[config.mk]
export PLATFORM = sky130hd
export DESIGN_NAME = history_reader
export DESIGN_NICKNAME = d
export VERILOG_FILES = /design/src/rtl/history_reader_pkg.sv /design/src/rtl/history_reader_sdp_ram_rf.sv /design/src/rtl/history_reader.sv
export SDC_FILE = /design/constraint.sdc
export NUM_CORES = 1
export LEC_CHECK = 0
export BUFFER_PORTS_ARGS = -buffer_cell sky130_fd_sc_hd__buf_2
export CAP_MARGIN = 30
export CORE_MARGIN = 10
export CORE_UTILIZATION = 44
export CTS_CLUSTER_DIAMETER = 60
export DETAILED_ROUTE_END_ITERATION = 8
export RECOVER_POWER = 50
export SYNTH_ARGS = -nofsm -noshare
export SYNTH_HDL_FRONTEND = slang
export SYNTH_SLANG_ARGS = --single-unit
[constraint.sdc]
create_clock -name clk -period 5.4 [get_ports clk]
set_input_delay 0.27 -clock clk [delete_from_list [all_inputs] [get_ports clk]]
set_output_delay 0.27 -clock clk [all_outputs]
set_load 0.03 [all_outputs]
[src/rtl/history_reader_pkg.sv]
// Shared types and helpers for the history window reader.
package history_reader_pkg;

    typedef enum logic [1:0] {
        IDLE  = 2'd0,
        READ  = 2'd1,
        DRAIN = 2'd2
    } state_t;

    function automatic int lw_of(input int depth);
        return $clog2(depth + 1);
    endfunction

    // (a - b) mod depth for a < depth, b <= depth: one borrow bit plus a
    // conditional add instead of a real modulo.
    function automatic logic [31:0] wrap_sub(
        input logic [31:0] a,
        input logic [31:0] b,
        input logic [31:0] depth
    );
        logic [32:0] d;
        d = {1'b0, a} - {1'b0, b};
        if (d[32]) d = d + {1'b0, depth};
        return d[31:0];
    endfunction

endpackage

[src/rtl/history_reader_sdp_ram_rf.sv]
// Simple dual-port RAM: one write port, one registered read port, read-first.
module sdp_ram_rf #(
    parameter int DW    = 8,
    parameter int DEPTH = 32,
    parameter int AW    = 5
) (
    input  logic          clk,
    input  logic          we,
    input  logic [AW-1:0] waddr,
    input  logic [DW-1:0] wdata,
    input  logic          re,
    input  logic [AW-1:0] raddr,
    output logic [DW-1:0] rdata
);

    logic [DW-1:0] mem [DEPTH];

    always_ff @(posedge clk) begin
        if (we) mem[waddr] <= wdata;
        if (re) rdata <= mem[raddr];
    end

endmodule

[src/rtl/history_reader.sv]
// Circular history RAM with windowed look-back readout over valid/ready.
// Define HISTORY_READER_LIVE_EN to keep writing during readout (adds overrun).
module history_reader
    import history_reader_pkg::*;
#(
    parameter int DW    = 8,
    parameter int DEPTH = 32,
    localparam int LW   = lw_of(DEPTH)
) (
    input  logic          clk,
    input  logic          rst_n,
    input  logic          en,
    input  logic [DW-1:0] din,
    input  logic          req,
    input  logic [LW-1:0] req_lag,
    input  logic [LW-1:0] req_len,
    output logic          req_ready,
    output logic          req_err,
    output logic [DW-1:0] dout,
    output logic          dout_valid,
    input  logic          dout_ready,
    output logic          dout_last,
    output logic [LW-1:0] fill
`ifdef HISTORY_READER_LIVE_EN
    ,
    output logic          overrun
`endif
);

    localparam int AW = (DEPTH > 1) ? $clog2(DEPTH) : 1;
    localparam logic [AW-1:0] LAST_ADDR = AW'(DEPTH - 1);
    localparam logic [LW-1:0] FULL = LW'(DEPTH);

    state_t        state, state_nxt;
    logic [AW-1:0] wptr, raddr;
    logic [LW-1:0] cnt;
    logic          we, rd_en, rd_vld, rd_last;
    logic [DW-1:0] rd_data, skid_data;
    logic          skid_valid, skid_last;
    logic          pop, space, req_ok, accept;
    logic [1:0]    occ;

`ifdef HISTORY_READER_LIVE_EN
    assign we = en;
`else
    assign we = en && (state == IDLE);
`endif

    assign pop    = dout_valid && dout_ready;
    assign occ    = 2'(dout_valid) + 2'(skid_valid) + 2'(rd_vld);
    // Issue only if the read landing next cycle is guaranteed a slot.
    assign space  = occ <= 2'(pop) + 2'd1;
    assign req_ok = (req_lag != '0) && (req_lag <= fill)
                 && (req_len != '0) && (req_len <= req_lag);
    assign accept = req && req_ready && req_ok;

    always_ff @(posedge clk or negedge rst_n) begin
        if (!rst_n) state <= IDLE;
        else        state <= state_nxt;
    end

    always_comb begin
        state_nxt = state;
        req_ready = 1'b0;
        rd_en     = 1'b0;
        unique case (state)
            IDLE: begin
                req_ready = 1'b1;
                if (accept) state_nxt = READ;
            end
            READ: begin
                rd_en = space;
                if (space && cnt == LW'(1)) state_nxt = DRAIN;
            end
            DRAIN: begin
                if (pop && dout_last) state_nxt = IDLE;
            end
            default: state_nxt = IDLE;
        endcase
    end

    always_ff @(posedge clk or negedge rst_n) begin
        if (!rst_n) begin
            wptr <= '0;
            fill <= '0;
        end else if (we) begin
            wptr <= (wptr == LAST_ADDR) ? '0 : wptr + AW'(1);
            if (fill != FULL) fill <= fill + LW'(1);
        end
    end

    always_ff @(posedge clk or negedge rst_n) begin
        if (!rst_n) begin
            raddr   <= '0;
            cnt     <= '0;
            rd_vld  <= 1'b0;
            rd_last <= 1'b0;
            req_err <= 1'b0;
        end else begin
            if (accept) begin
                raddr <= AW'(wrap_sub(32'(wptr), 32'(req_lag), 32'(DEPTH)));
                cnt   <= req_len;
            end else if (rd_en) begin
                raddr <= (raddr == LAST_ADDR) ? '0 : raddr + AW'(1);
                cnt   <= cnt - LW'(1);
            end
            rd_vld  <= rd_en;
            rd_last <= rd_en && (cnt == LW'(1));
            req_err <= req && req_ready && !req_ok;
        end
    end

    always_ff @(posedge clk or negedge rst_n) begin
        if (!rst_n) begin
            dout       <= '0;
            dout_valid <= 1'b0;
            dout_last  <= 1'b0;
            skid_data  <= '0;
            skid_valid <= 1'b0;
            skid_last  <= 1'b0;
        end else if (!dout_valid || dout_ready) begin
            if (skid_valid) begin
                dout       <= skid_data;
                dout_last  <= skid_last;
                dout_valid <= 1'b1;
                skid_data  <= rd_data;
                skid_last  <= rd_last;
                skid_valid <= rd_vld;
            end else if (rd_vld) begin
                dout       <= rd_data;
                dout_last  <= rd_last;
                dout_valid <= 1'b1;
            end else begin
                dout_valid <= 1'b0;
                dout_last  <= 1'b0;
            end
        end else if (rd_vld) begin
            skid_data  <= rd_data;
            skid_last  <= rd_last;
            skid_valid <= 1'b1;
        end
    end

`ifdef HISTORY_READER_LIVE_EN
    always_ff @(posedge clk or negedge rst_n) begin
        if (!rst_n) begin
            overrun <= 1'b0;
        end else if (accept) begin
            overrun <= 1'b0;
        end else if (we && state == READ && cnt != '0 && wptr == raddr) begin
            overrun <= 1'b1;
        end
    end
`endif

    sdp_ram_rf #(
        .DW    (DW),
        .DEPTH (DEPTH),
        .AW    (AW)
    ) u_ram (
        .clk   (clk),
        .we    (we),
        .waddr (wptr),
        .wdata (din),
        .re    (rd_en),
        .raddr (raddr),
        .rdata (rd_data)
    );

endmodule

# Word-level counts from Yosys, hierarchy flattened
# Memory sizes are Yosys's and may differ from the RTL's. A register that Yosys moved wholly into a read port is not among the register bits.
# Index checks and enable logic that the tools add are counted.
[word_totals]
mem_count = 1
output_inout_bits = 18
inputBits = 25
ff_bits = 47
elab_cells = 90
ram_bits = 256
[memory_table]
columns = ["name", "depth", "word_bits", "read_ports", "rd_clocked_by_memory_dff", "write_ports", "line", "rtl"]
rows = [
  ["u_ram.mem", 32, 8, 1, 1, 1, "history_reader_sdp_ram_rf.sv:16", "logic [DW-1:0] mem [DEPTH];"],
]
[classes]
addsub = 9
n_eq_ne = 10
n_reduce_logical = 24
magnitude_cmp = 3
muxes = 29
[op_table]
columns = ["operator", "n"]
rows = [
  ["$mux W8", 4],
  ["$mux W5", 5],
  ["$add A5 B1 Y5 const B", 3],
  ["$mux W1", 14],
  ["$le A6 B6 Y1", 2],
  ["$mux W6", 2],
  ["$reduce_bool A6 Y1", 2],
  ["$logic_and A1 B1 Y1", 11],
  ["$eq A5 B5 Y1 const B", 2],
  ["$ne A2 B2 Y1 const B", 4],
  ["$sub A5 B6 Y7", 1],
  ["$add A6 B1 Y6 const B", 1],
  ["$eq A6 B1 Y1 const B", 1],
  ["$mux W2", 3],
  ["$ne A6 B6 Y1 const B", 1],
  ["$pmux W2 S3", 1],
  ["$reduce_and A2 Y1", 3],
  ["$reduce_bool A2 Y1", 3],
  ["$sub A6 B1 Y6 const B", 1],
  ["$reduce_and A3 Y1", 1],
  ["$add A1 B1 Y2", 1],
  ["$add A1 B1 Y2 const B", 1],
  ["$add A2 B1 Y2", 1],
  ["$eq A2 B1 Y1 const B", 1],
  ["other kinds (5)", 6],
]

# Longest topological paths before layout
# Gate-level depths: netlist of run 1.
[logic_depth]
depth_word = 7
ltp_mapped = 10
ltp_nobuf = 10

# Hierarchy
# Synthesis of run 1 repeated with hierarchy kept, for this count alone.
[hier_totals]
cells_unflattened = 693
area_unflattened_um2 = 12952.4
[by_module_without_submodules]
columns = ["mod", "area_each_um2", "cells_each", "instances", "seq_area_each_um2"]
rows = [
  ["sdp_ram_rf", 10133.5, 417, 1, 7927.6],
  ["history_reader", 2819.0, 276, 1, 1176.1],
]

# Worst setup path after synthesis of run 1
# No wires, ideal clock.
[synth_timing]
path_type = "flip-flop to flip-flop"
from = "register raddr[0]"
to = "register u_ram.rdata[0] (read register of u_ram.mem) (data pin)"
path_slack_ns = 2.945
t_arrival_ns = 2.195
period_less_slack_ns = 2.455
path_stages_with_launch = 6
cell_sequence = "dfrtp_1 clkbuf_1 clkbuf_1 mux4_2 mux4_2 mux2_2"
[synth_lines]
columns = ["element", "line", "rtl"]
rows = [
  ["from (decl)", "history_reader.sv:35", "logic [AW-1:0] wptr, raddr;"],
  ["from (signal assigned)", "history_reader.sv:101", "raddr <= AW'(wrap_sub(32'(wptr), 32'(req_lag), 32'(DEPTH)));"],
  ["from (signal assigned)", "history_reader.sv:104", "raddr <= (raddr == LAST_ADDR) ? '0 : raddr + AW'(1);"],
  ["to (decl)", "history_reader_sdp_ram_rf.sv:13", "output logic [DW-1:0] rdata"],
]

==> impl_metrics.ini, run 1 <==
[synthesis]
synth_async_sr_flop_share_pct = 15.11
synth_top_area_share_pct = 61.56
yosys.area.top_type = edfxtp_1
synth_cell_types = 45
synth_ff_type = edfxtp_1
synth_fp_nets = 757
yosysMostFrequentCell = edfxtp_1
synth_common_cells = 264 x edfxtp_1, 80 x mux4_2, 56 x nor2_1
synth_edf_count = 264
ys_ff_latch = 311
yosys_warnings = 0
syn_inst = 701
ys_seq_area_share_pct = 70.70
syn_area_mm2 = 0.01288
syn_area_per_cell_um2 = 18.37
ys_top_cells_by_area = edfxtp_1 62%, mux4_2 14%, dfrtp_1 9.1%, ha_1 2.8%, nor2_1 1.6%

[worst_setup_path]
startpoint = raddr[0]
rr_endpoint = u_ram.rdata[2]
required_ns = 5.66
r2r_slack_ns = 2.22
cp_max_fo = 43
arrival_ns = 3.44
endpoint_kind = register
rr_worst_depth = 4
setup.worst_path.end = u_ram.rdata[2]
path_common_cell = mux4_2
worstSetupPathType = reg -> reg
path_cells = buf_4 -> mux4_2 -> mux4_2 -> mux2_2
r2r-start = raddr[0]
critPathLaunchType = register
cp_slowest_stage_delay_ns = 0.98
cp_slowest_cell = dfrtp_4

[die]
core_mm2 = 0.02878
die_h_um = 191.1
start_util_pct = 44.74
die_x_um = 191.1
dieArea_mm2 = 0.03651
io_pins = 43
rows = 62

[placed_design]
portBuffers = 42
gp_congestion = 0.8144
dp_hpwl_mm = 17.69
place_area_mm2 = 0.01349

[sta]
finalHoldViolCount = 0
rsz0062_at_grt = false
finalSetupTns_ns = 0
fin_skew_ns = 0.01631
fmax_mhz = 314.2
relSlewSlack_pct = -31.19
slew_viol_final = 38
finalCriticalPeriod_ns = 3.182
setup_viol = 0
tightestPinTransition_ns = 1.968
min_period_over_period_pct = 58.93

[cells_and_area]
n_antenna_cell = 0
multi_input_area_mm2 = 0.003528
nets = 812
fillers = 2332
stdcell_area_mm2 = 0.01460
final_layout_size_suffix_gt1_share_pct = 22.18
seq_area_mm2 = 0.009109
syn_to_final_growth_pct = 13.37

[clock_tree]
postCtsHoldBufs = 1
postCtsSetupBuffers = 0
htreeDepth = 2
cts_root_buf = clkbuf_16
numClockSinks = 311
postCtsResizedCells = 0
cts_tree = built
numCtsBuffers = 35
worstSkewPairLatency_ns = 0.51
clock_path_buffers = 3
path_clk_slew_ns = 0.06

[pwr]
switching_share_pct = 31.29
power_frac_seq_pct = 42.3
p_sw_w = 0.002459
clockPowerShare_pct = 30.2
ir_worst_vdd_mv = 0.2188
power_frac_comb_pct = 27.4
p_leak_nw = 4.912
powerDensity_mw_per_mm2 = 538.3
power.internal_w = 0.005400

[outcome]
status = complete, but fails checks
violations = capacitance limit, slew limit

[route]
drt_first_pass_iters = 5
drt-total-wl_mm = 27.23
ant_nets = 0
drtIter0Drc = 522
post-route-drc-count = 0
detail_route.wl_per_cell_um = 23.40
vias = 6521
via_per_inst = 5.602

[global_routing]
grtUsageMet2_pct = 23.83
use_met3_pct = 3.280
grt_util_all_layers_pct = 15.25
antenna_found_initial = 0
grt_busiest_layer = met2
grt_max_degree = 44
grtUsageMet1_pct = 21.37
grt_overflow = 0
grt_pass1_wl_mm = 42.59
grt_pass1_vias = 6920

[min_path]
min_path_cells = 3
holdCritPathClass = in -> reg

[job]
drv_cap = 2
==> sequential cells by signal, summed over array words and instances (netlist names) <==
register / flops
dout: 8
u_ram.rdata: 8
skid_data: 8
cnt: 6
skid_last: 1
rd_last: 1
dout_last: 1
raddr: 5
fill: 6
state: 2
rd_vld: 1
req_err: 1
wptr: 5
skid_valid: 1
u_ram.mem: 256
dout_valid: 1
==> layer usage <==
| metal | routed length [µm] | vias to the layer above | share of wire, % |
|---|---|---|---|
| met5 | 0 | - | 0 |
| met4 | 501 | 0 | 1.8 |
| met3 | 1803 | 33 | 6.6 |
| met2 | 12950 | 202 | 48 |
| met1 | 11970 | 3403 | 44 |
| li1 | - | 2883 | - |
==> placed cells by master (no fill, tap or decap), drive strengths merged, types with 7 or more instances in the layout <==
master	synthesis	layout
clkbuf	16	66
inv	26	30
clkinv	0	7
xnor2	10	10
mux4	80	80
a21oi	23	23
nand2	24	24
nor2	56	56
edfxtp	264	264
o21ai	9	9
mux2i	11	11
mux2	17	17
nand3	15	15
dfrtp	47	47
nor3	7	7
buf	14	23
ha	29	29
==> worst min path at each step <==
stage / start / slack, ns / endpoint
after floorplan: rst_n / -0.03 / cnt[0]
after global placement: state[0] / 0.47 / state[1]
after detailed placement: rst_n / 0.18 / fill[3]
after CTS: req / 0.02 / req_err
after global routing: req / 0.04 / req_err
final: req / 0.04 / req_err
==> cells by family after synthesis <==
group,Yosys count,synth area share [%]
muxes,108,16.33
DFF,311,70.70
and+or+nand+nor,134,4.878
buffers and inverters,56,1.904
AOI/OAI and AO/OA,49,2.235
xor gates and xnor gates,11,0.7481
adders and majority gates,32,3.206
==> worst max-delay path, delay by kind of cell (launching register included) <==
| kind | cells | cell delay, ns |
|---|---|---|
| multiplexers | 3 | 1.37 |
| buffers and inverters | 1 | 0.57 |
| flip-flops | 1 | 0.98 |
==> power by group through the flow <==
| stage | registers, W | logic, W | clock network, W |
|---|---|---|---|
| finish | 0.00333 | 0.00215 | 0.00238 |
| global route | 0.00338 | 0.00237 | 0.00252 |
| CTS | 0.00333 | 0.00221 | 0.00242 |
| detailed placement | 0.00338 | 0.00220 | 0 |
| global placement | 0.00341 | 0.00208 | 0 |
| floorplan | 0.00319 | 0.00171 | 0 |
==> area by class of cell <==
type	instances	share of cell area, %
multi-input combinational	334	24.17
clock inverter	19	1.671
inverter	26	0.6685
sequential	311	62.39
clock buffer	42	6.179
tap	384	3.291
timing repair buffer	48	1.628
==> through the flow <==
step	utilization, %	hold slack (ns)	instances	worst slack [ns]	total power (W)
after floorplan	-	-0.02559	701	2.945	0.004898
after global placement	46.73	0.4750	1100	2.119	0.005487
after detailed placement	46.87	0.1798	1102	2.100	0.005581
after CTS	50.88	0.02198	1164	2.098	0.007964
after global routing	50.73	0.04095	1164	1.974	0.008272
final	50.73	0.03559	1164	2.218	0.007859
Power figures use the tool's default switching activity.
==> run 2: changes to the inputs <==
==> constraint.sdc (replaced) <==
create_clock -name clk -period 2.95 [get_ports clk]
set_input_delay 0.1475 -clock clk [delete_from_list [all_inputs] [get_ports clk]]
set_output_delay 0.1475 -clock clk [all_outputs]
set_load 0.03 [all_outputs]
==> impl_metrics.ini, run 2 (synthesis results as in run 1) <==
[outcome]
status = complete, but fails checks
violations = capacitance limit, slew limit

[clock_tree]
postCtsSetupBuffers = 0
numClockSinks = 311
clock_path_buffers = 3
htreeDepth = 2
numCtsBuffers = 35
cts_tree = built
worstSkewPairLatency_ns = 0.51
path_clk_slew_ns = 0.06
cts_root_buf = clkbuf_16

[route]
drt_first_pass_iters = 5
detail_route.wl_per_cell_um = 22.31
drt-total-wl_mm = 26.91
ant_nets = 0
via_per_inst = 5.495
vias = 6627
drtIter0Drc = 528
post-route-drc-count = 0

[sta]
tightestPinTransition_ns = 1.599
rsz0062_at_grt = false
finalWorstSetupSlack_ns = 0.2960
min_period_over_period_pct = 89.97
fmax_mhz = 376.8
setup_viol = 0
finalSetupTns_ns = 0
slew_viol_final = 33
finalCriticalPeriod_ns = 2.654
relSlewSlack_pct = -6.584
finalHoldViolCount = 0
fin_skew_ns = 0.01455

[cells_and_area]
final_cells = 1206
fillers = 2287
utilization_pct = 52.02
final_cell_mix = 264 x edfxtp_1, 80 x mux4_2, 56 x nor2_1, 45 x dfrtp_1, 37 x buf_4
largest_reg_flops = 256
nets = 853
final_common_cell = edfxtp_1
regMostFlops = u_ram.mem
syn_to_final_growth_pct = 16.26
n_antenna_cell = 0
final_layout_size_suffix_gt1_share_pct = 25.91

[worst_setup_path]
path_cells = inv_1 -> ha_1 -> a21oi_1 -> a21o_1 -> a21oi_1 -> or4_1 -> a21oi_1 -> o221ai_1
startpoint = fill[2]
r2r-start = fill[2]
critPathTopFamily = simple AND/OR/NAND/NOR gates
worstSetupPathType = reg -> reg
endpoint_kind = register
cp_slowest_cell = or4_1
required_ns = 3.30
critPathLaunchType = register
crit_buf_inv = 1
cp_max_fo = 22
path_common_cell = a21oi_1
arrival_ns = 3.00
cp_slowest_stage_delay_ns = 0.86

[min_path]
holdCritPathClass = in -> reg
hp-start = dout_ready

[placed_design]
dp_hpwl_mm = 17.46
portBuffers = 42
post-place-ws_ns = 0.3185
gp_congestion = 0.8187
dp.cells = 1138

[global_routing]
grt_pass1_vias = 7129
grt_pass1_wl_mm = 42.39
antenna_found_initial = 0
grt_overflow = 0
grt_max_degree = 68
grt_util_all_layers_pct = 15.10

[die]
rows = 62
core_mm2 = 0.02878
dieArea_mm2 = 0.03651
io_pins = 43
die_x_um = 191.1
start_util_pct = 44.74
die_h_um = 191.1

[pwr]
ir_worst_vdd_mv = 0.4764
p_leak_nw = 5.146
power.total_w = 0.01449
powerDensity_mw_per_mm2 = 967.7

[job]
drv_cap = 1
## run 2: routing by layer
metal / track usage (%) / routed length [µm]
met1: 20.29 / 11660
met2: 24.67 / 13200
met3: 2.861 / 1539
met4: 4.327 / 512
met5: 0 / 0
## run 2: power by group
group	leakage [nW]	switching, W	total, W	internal, W
registers	2.94	0.000490	0.00583	0.00534
clock network	0.552	0.00170	0.00431	0.00261
logic	1.65	0.00231	0.00434	0.00203
total	5.15	0.00450	0.0145	0.00998
## run 2: path summary, 6_finish.rpt
path / to / slack (ns) / depth (start not counted)
hold / removal: state[1] / 0.04 / 4
max in group asynchronous: raddr[0] / 2.07 / 3
hold reg to reg: state[1] / 0.49 / 1
setup reg to reg: raddr[2] / 0.30 / 8
setup / recovery: raddr[2] / 0.30 / 8
min in group asynchronous: fill[1] / 0.21 / 2
## run 2: area by class of cell
| class | instances | area, µm² | share of cell area, % |
|---|---|---|---|
| timing repair buffer | 89 | 599.3 | 4.003 |
| multi-input combinational | 334 | 3528 | 23.57 |
| clock inverter | 18 | 225.2 | 1.504 |
| inverter | 26 | 97.59 | 0.6519 |
| tap | 384 | 480.5 | 3.209 |
| clock buffer | 44 | 930.9 | 6.218 |
| sequential | 311 | 9109 | 60.84 |
## run 2: timing repair
item	CTS	global route
hold buffers	6	0
gates resized for setup	0	0
setup endpoints to repair	0	0
endpoints found under the hold margin	52	0
## run 2: worst min-delay path, delay by kind of cell
| kind | cells | cell delay (ns) |
|---|---|---|
| AOI/OAI and AO/OA | 1 | 0.07 |
| buffers and inverters | 1 | 0.11 |
| and+or+nand+nor | 2 | 0.17 |
## run 2: per-stage QoR
step	hold slack, ns	area, µm²
after detailed placement	0.04267	13780
final	0.03841	14970
after floorplan	-0.1481	12880
after global routing	0.04543	14970
after global placement	0.3723	13760
after CTS	0.01996	15000
